## config.mk

```make
export PLATFORM = sky130hd
export DESIGN_NAME = picosoc_a2_mailbox_flat
export DESIGN_NICKNAME = d
export VERILOG_FILES = /design/src/rtl/a2bus_if.sv /design/src/rtl/picosoc_a2_mailbox.sv /design/src/flat_wrapper.sv
export SDC_FILE = /design/constraint.sdc
export NUM_CORES = 1
export LEC_CHECK = 0
export ABC_AREA = 1
export CORE_UTILIZATION = 35
export DETAILED_ROUTE_END_ITERATION = 6
export PLACE_DENSITY = 0.61
export SLEW_MARGIN = 10
export SYNTH_ARGS = -nofsm -noshare
export SYNTH_HDL_FRONTEND = slang
export SYNTH_SLANG_ARGS = --single-unit
```

## constraint.sdc

```tcl
create_clock -name clk -period 2.3 [get_ports clk]
set_input_delay 0.46 -clock clk [delete_from_list [all_inputs] [get_ports clk]]
set_output_delay 0.46 -clock clk [all_outputs]
set_load 0.01 [all_outputs]
```

## src/rtl/a2bus_if.sv

```systemverilog
// rtl/a2bus_if.sv - Apple II bus snoop signals seen by SoC-side peripherals
interface a2bus_if;
  logic [15:0] addr;
  logic [7:0]  data;
  logic        rw_n;
  logic        data_in_strobe;

  modport slave  (input  addr, data, rw_n, data_in_strobe);
  modport master (output addr, data, rw_n, data_in_strobe);
endinterface

```

## src/rtl/picosoc_a2_mailbox.sv

```systemverilog
// rtl/picosoc_a2_mailbox.sv - Apple II command/data byte mailbox drained by PicoSoC firmware
// Optional MAILBOX_IRQ_EN: registered level irq while the FIFO holds entries.
module picosoc_a2_mailbox #(
  parameter int          DEPTH_LOG2 = 4,
  parameter logic [15:0] CMD_ADDR   = 16'hC7FF,
  parameter logic [15:0] DATA_ADDR  = 16'hC7FE
) (
  input  logic        clk,
  input  logic        resetn,
  input  logic        iomem_valid,
  input  logic [3:0]  iomem_wstrb,
  input  logic [31:0] iomem_addr,
  input  logic [31:0] iomem_wdata,
  output logic [31:0] iomem_rdata,
  output logic        iomem_ready,
  a2bus_if.slave      a2bus_if,
  output logic        irq
);

  localparam int                    DEPTH     = 1 << DEPTH_LOG2;
  localparam logic [DEPTH_LOG2:0]   DEPTH_CNT = (DEPTH_LOG2 + 1)'(DEPTH);
  localparam logic [DEPTH_LOG2:0]   CNT_ONE   = (DEPTH_LOG2 + 1)'(1);
  localparam logic [DEPTH_LOG2-1:0] PTR_ONE   = (DEPTH_LOG2)'(1);

  localparam logic [2:0] REG_STATUS   = 3'd0;
  localparam logic [2:0] REG_POP      = 3'd1;
  localparam logic [2:0] REG_PEEK     = 3'd2;
  localparam logic [2:0] REG_DROPPED  = 3'd3;
  localparam logic [2:0] REG_LAST_CMD = 3'd4;

  logic [8:0]            mem [DEPTH];
  logic [DEPTH_LOG2-1:0] rd_ptr, wr_ptr;
  logic [DEPTH_LOG2:0]   count;
  logic                  overflow;
  logic [7:0]            dropped;
  logic [7:0]            last_cmd;

  logic        accept, is_write, not_empty, full;
  logic [2:0]  sel;
  logic        pop_en, flush, clr_ovf, clr_drop;
  logic        a2_hit, a2_tag, push_en, drop_en;
  logic [8:0]  head;
  logic [8:0]  count_ext;
  logic [31:0] rd_val;
  logic        unused_bits;

  assign accept    = iomem_valid & ~iomem_ready;
  assign is_write  = |iomem_wstrb;
  assign sel       = iomem_addr[4:2];
  assign not_empty = (count != '0);
  assign full      = (count == DEPTH_CNT);
  assign head      = mem[rd_ptr];
  assign count_ext = 9'(count);

  assign pop_en   = accept & ~is_write & (sel == REG_POP) & not_empty;
  assign flush    = accept & is_write & (sel == REG_STATUS) & iomem_wdata[0];
  assign clr_ovf  = accept & is_write & (sel == REG_STATUS) & iomem_wdata[2];
  assign clr_drop = accept & is_write & (sel == REG_DROPPED);

  assign a2_tag  = (a2bus_if.addr == CMD_ADDR);
  assign a2_hit  = a2bus_if.data_in_strobe & ~a2bus_if.rw_n &
                   (a2_tag | (a2bus_if.addr == DATA_ADDR));
  // A pop in the same cycle frees the slot, so a full FIFO can still accept.
  assign push_en = a2_hit & ~flush & (~full | pop_en);
  assign drop_en = a2_hit & ~flush & full & ~pop_en;

  assign unused_bits = ^{iomem_addr[31:5], iomem_addr[1:0], iomem_wdata[31:3],
                         iomem_wdata[1], count_ext[8]};

  always_comb begin
    rd_val = '0;
    if (!is_write) begin
      case (sel)
        REG_STATUS:       rd_val = {16'b0, count_ext[7:0], 5'b0, overflow, full, not_empty};
        REG_POP, REG_PEEK: if (not_empty) rd_val = {1'b1, 22'b0, head};
        REG_DROPPED:      rd_val = {24'b0, dropped};
        REG_LAST_CMD:     rd_val = {24'b0, last_cmd};
        default:          rd_val = '0;
      endcase
    end
  end

  always_ff @(posedge clk or negedge resetn) begin
    if (!resetn) begin
      iomem_ready <= 1'b0;
      iomem_rdata <= '0;
      rd_ptr      <= '0;
      wr_ptr      <= '0;
      count       <= '0;
      overflow    <= 1'b0;
      dropped     <= '0;
      last_cmd    <= '0;
    end else begin
      iomem_ready <= accept;
      iomem_rdata <= accept ? rd_val : '0;

      if (flush) begin
        rd_ptr <= '0;
        wr_ptr <= '0;
        count  <= '0;
      end else begin
        if (pop_en)  rd_ptr <= rd_ptr + PTR_ONE;
        if (push_en) wr_ptr <= wr_ptr + PTR_ONE;
        if (push_en && !pop_en)      count <= count + CNT_ONE;
        else if (pop_en && !push_en) count <= count - CNT_ONE;
      end

      // Setting on a dropped push takes priority over a firmware clear.
      if (drop_en)      overflow <= 1'b1;
      else if (clr_ovf) overflow <= 1'b0;

      if (clr_drop)                        dropped <= {7'b0, drop_en};
      else if (drop_en && dropped != 8'hFF) dropped <= dropped + 8'd1;

      if (push_en && a2_tag) last_cmd <= a2bus_if.data;
    end
  end

  always_ff @(posedge clk) begin
    if (push_en) mem[wr_ptr] <= {a2_tag, a2bus_if.data};
  end

`ifdef MAILBOX_IRQ_EN
  always_ff @(posedge clk or negedge resetn) begin
    if (!resetn) irq <= 1'b0;
    else         irq <= not_empty;
  end
`else
  assign irq = 1'b0;
`endif

endmodule

```

## src/flat_wrapper.sv

```systemverilog
// flat-port wrapper written by rule: the top's interface ports become plain ports
module picosoc_a2_mailbox_flat 
#(
  parameter int          DEPTH_LOG2 = 4,
  parameter logic [15:0] CMD_ADDR   = 16'hC7FF,
  parameter logic [15:0] DATA_ADDR  = 16'hC7FE
)
  (clk, resetn, iomem_valid, iomem_wstrb, iomem_addr, iomem_wdata, iomem_rdata, iomem_ready, irq, a2bus_if_addr, a2bus_if_data, a2bus_if_rw_n, a2bus_if_data_in_strobe);
  a2bus_if a2bus_if_i ();
  input  logic clk;
  input  logic resetn;
  input  logic iomem_valid;
  input  logic [3:0] iomem_wstrb;
  input  logic [31:0] iomem_addr;
  input  logic [31:0] iomem_wdata;
  output logic [31:0] iomem_rdata;
  output logic iomem_ready;
  output logic irq;
  input wire logic [$bits(a2bus_if_i.addr)-1:0] a2bus_if_addr;
  input wire logic [$bits(a2bus_if_i.data)-1:0] a2bus_if_data;
  input wire logic [$bits(a2bus_if_i.rw_n)-1:0] a2bus_if_rw_n;
  input wire logic [$bits(a2bus_if_i.data_in_strobe)-1:0] a2bus_if_data_in_strobe;
  assign a2bus_if_i.addr = a2bus_if_addr;
  assign a2bus_if_i.data = a2bus_if_data;
  assign a2bus_if_i.rw_n = a2bus_if_rw_n;
  assign a2bus_if_i.data_in_strobe = a2bus_if_data_in_strobe;
  picosoc_a2_mailbox #(.DEPTH_LOG2(DEPTH_LOG2), .CMD_ADDR(CMD_ADDR), .DATA_ADDR(DATA_ADDR)) u_core (.clk(clk), .resetn(resetn), .iomem_valid(iomem_valid), .iomem_wstrb(iomem_wstrb), .iomem_addr(iomem_addr), .iomem_wdata(iomem_wdata), .iomem_rdata(iomem_rdata), .iomem_ready(iomem_ready), .a2bus_if(a2bus_if_i), .irq(irq));
endmodule
```

==> summary.md <==
| Metric | Value |
|---|---|
| Status | `finished with violations` |
| Failing checks | `DRC` |
| Largest net degree at the start of global routing | `41` |
| Reg-to-reg startpoint | `u_core.count[2]` |
| Crit path DAT | `2.59 ns` |
| Slew headroom | `55.0%` |
| RR Endpoint | `u_core.count[4]` |
| Unique masters post-synth | `37` |
| Clk pwr share | `32.9%` |
| Int Power | `5.87 mW` |
| Drt total wl | `21700 um` |
| Period utilization | `98.7%` |
| HPWL after DPL | `14600 um` |
| Sw Ratio | `32.6%` |
| Placed instance area | `10300 um2` |
| Worst path most repeated cell | `nand2_1` |
| Critical Path End Type | `flip-flop` |
| 1st-iter DRT viols | `499` |
| Crit-path cells | `nor2_1 -> nand3_2 -> nand3_4 -> buf_4 -> ha_4 -> inv_4 -> fa_2 -> nand2_1 -> nand2_1 -> a21oi_2 -> xor2_1 -> a21oi_1` |
| Area grow syn2layout | `24.1%` |
| Vias | `6642` |
| Sequential area share after synthesis | `60.9%` |
| FMAX | `441 MHz` |
| Worst Tran Pin Value | `0.671 ns` |
| Combinational share of power | `23.8%` |
| Final hold slack | `0.476 ns` |
| Worst hold path class | `reg2reg` |
| P_sw | `2.84 mW` |
| First-pass GRT wire length | `33900 um` |
| LEAKAGE | `5.06 nW` |
| Hold path endpoint | `u_core.last_cmd[5]` |
| Crit path max fanout | `4` |
| Detailed Routing Iterations Pass 1 | `7` |
| Seq cells post-synth | `189` |
| Clk_skew | `0.0105 ns` |
| Routed Antenna Nets | `0` |
| Initial antenna violation count | `0` |
| VDD IR max | `0.558 mV` |
| DR WL/cell | `15.4 um` |
| Vias per cell | `4.71` |
| Antenna cells | `0` |
| Total core area | `25100 um2` |
| Commonest non-fill, non-tap cells in the layout | `258 x nand2_1, 148 x inv_1, 146 x nand3_1` |
| Startpoint Class | `flip-flop` |
| Post-Layout Cell Count | `1410` |
| IO buf count | `52` |
| Flop2flop setup slack | `0.03 ns` |
| Syn_area_per_cell | `9.46 um2` |
| Hold_sp | `u_core.last_cmd[5]` |
| CTS clock-pin slew for the worst setup and hold paths | `0.07 ns` |
| Final #Nets | `1176` |
| Yosys Warn Count | `0` |
| Post-Syn Area | `8960 um2` |
| Initial Util | `35.7%` |
| Horiz. Die Dim | `162 um` |
| Overflow after GRT | `0` |
| CP max-delay cell | `dfrtp_1` |
| R2R cell count | `12` |
| CTS tree | `done` |
| Cells after DPL | `1374` |
| Syn Inst Count | `947` |
| CTS sink cnt | `189` |
| WL met1 | `9910 um` |
| Die Span Y | `162 um` |
| Number of remaining DRC errors | `1` |
| Met3 wire length | `1010 um` |
| Fillers | `2403` |
| Clk_lat worst skew | `0.44 ns` |
| Final Hold Fails | `0` |
| WHS Path Cells | `2` |
| GRT Overall Usage | `17.2%` |
| Power density over cell area | `784 nW/um2` |
| Design area | `11100 um2` |
| Maxcap violations | `0` |
| Layout cells sized above 1 | `14.9%` |
| GPL Wtd Cong | `0.850` |
| Design Power | `8.71 mW` |
| Root buf cell | `clkbuf_16` |
| Vias in the first global route | `6249` |
| Die area | `26200 um2` |
| Row cnt | `58` |
| Worst path required time | `2.62 ns` |
| Critical path launch point | `u_core.count[2]` |
| Met2 WL post-DR | `10200 um` |
| Setup Crit Path Kind | `reg2reg` |
| IO Count | `131` |
| Sequential share of power | `43.3%` |
| CTS Buffer Depth | `2` |
| Commonest non-fill, non-tap cell in the layout | `nand2_1` |
| CTS Buf Count | `17` |
| Slowest stage delay, CP | `0.38 ns` |
| H-tree depth | `4` |
| DR top layer | `met4` |
| Setup violators final | `0` |
| Max-slew violation count | `0` |
| Min Tclk post-route | `2.27 ns` |
logic make-up after synthesis:
family | count (synthesis) | synth area share (%)
AOI/OAI and AO/OA | 37 | 2.19
xor gates and xnor gates | 13 | 1.27
adders and majority gates | 12 | 1.76
buffers and inverters | 208 | 9.74
DFF | 189 | 60.9
other | 1 | 0.0419
and+or+nand+nor | 487 | 24.1
cell type report:
| cell class | instances | area, um2 | share of cell area (%) |
|---|---|---|---|
| flip-flops and latches | 189 | 5450 | 49.1 |
| multi-input cells | 568 | 2860 | 25.8 |
| repair buffers | 133 | 1210 | 10.9 |
| inverters | 158 | 598 | 5.38 |
| clock buffers | 18 | 429 | 3.86 |
| well taps | 330 | 413 | 3.72 |
| clock inverters | 14 | 149 | 1.34 |
timing repair:
item                       CTS  global route
hold buffers                 1             0
hold endpoints to repair    16             0
buffers inserted             1             2
setup endpoints to repair    3           103
resized for setup            6            42
pin swaps                    8            28
sequential cells by signal, indices dropped and copies added (netlist names):
register            cells
u_core.wr_ptr           4
u_core.count            5
u_core.rd_ptr           4
u_core.iomem_rdata     14
u_core.overflow         1
u_core.last_cmd         8
u_core.mem            144
u_core.iomem_ready      1
u_core.dropped          8
critical path: cells and delay by family, from the launching register on:
family,cells,cell delay [ns]
AND/OR/NAND/NOR,5,0.70
adder cells (fa/ha/maj),2,0.50
flip-flops,1,0.38
AO/OA/AOI/OAI,2,0.23
buffers and inverters,2,0.19
XOR/XNOR,1,0.16
Yosys cell counts:
library cell	instances	area share [%]
a21oi_1	16	0.89
a31oi_1	2	0.14
a32o_1	1	0.11
buf_1	9	0.38
buf_2	10	0.56
buf_4	19	1.6
buf_6	1	0.13
clkbuf_1	11	0.46
clkinv_1	3	0.13
conb_1	1	0.042
dfrtp_1	45	13
edfxtp_1	144	48
fa_1	1	0.22
ha_1	11	1.5
inv_1	151	6.3
inv_2	4	0.17
nand2_1	267	11
nand2_2	3	0.21
nand2_4	2	0.25
nand3_1	148	8.3
nand3_2	4	0.45
nand3b_1	1	0.084
nand4_1	10	0.70
nor2_1	39	1.6
nor2_2	1	0.070
nor2_4	2	0.25
nor2_8	1	0.22
nor3_1	5	0.28
nor3_2	1	0.11
nor3b_2	1	0.14
nor3b_4	1	0.21
o21ai_0	15	0.84
o21ai_1	2	0.11
o2bb2ai_1	1	0.098
or2_2	1	0.070
xnor2_1	2	0.20
xor2_1	11	1.1
power groups by stage:
stage / clock [mW] / combinational (mW) / sequential (mW)
2_1_floorplan: 0 / 1.31 / 3.84
3_3_place_gp: 0 / 2.02 / 3.84
3_5_place_dp: 0 / 2.05 / 3.84
4_1_cts: 2.90 / 2.06 / 3.77
5_1_grt: 3.03 / 2.34 / 3.78
6_report: 2.86 / 2.08 / 3.77
metal layers:
metal	up-vias	GRT usage (%)
li1	3264	-
met1	3157	24.1
met2	185	26.6
met3	36	3.27
met4	0	6.35
met5	-	0
how the worst max path moves through the flow:
stage / end / slack (ns) / cells after the start
2_1_floorplan: u_core.count[4] / -0.17 / 15
3_3_place_gp: u_core.count[4] / -0.50 / 15
3_5_place_dp: u_core.count[4] / -0.53 / 15
4_1_cts: u_core.count[4] / 0.01 / 16
5_1_grt: u_core.count[4] / -0.07 / 12
6_report: u_core.count[4] / 0.03 / 12
through the flow:
step           setup WS, ns  util (%)  TNS (ns)
2_1_floorplan        -0.173         -    -0.206
6_report             0.0301      44.2         0
5_1_grt             -0.0667      44.2    -0.114
3_5_place_dp         -0.532      41.2    -54.77
4_1_cts              0.0121      43.6         0
3_3_place_gp         -0.501      41.2    -53.76
(Power assumes the default switching activity.)
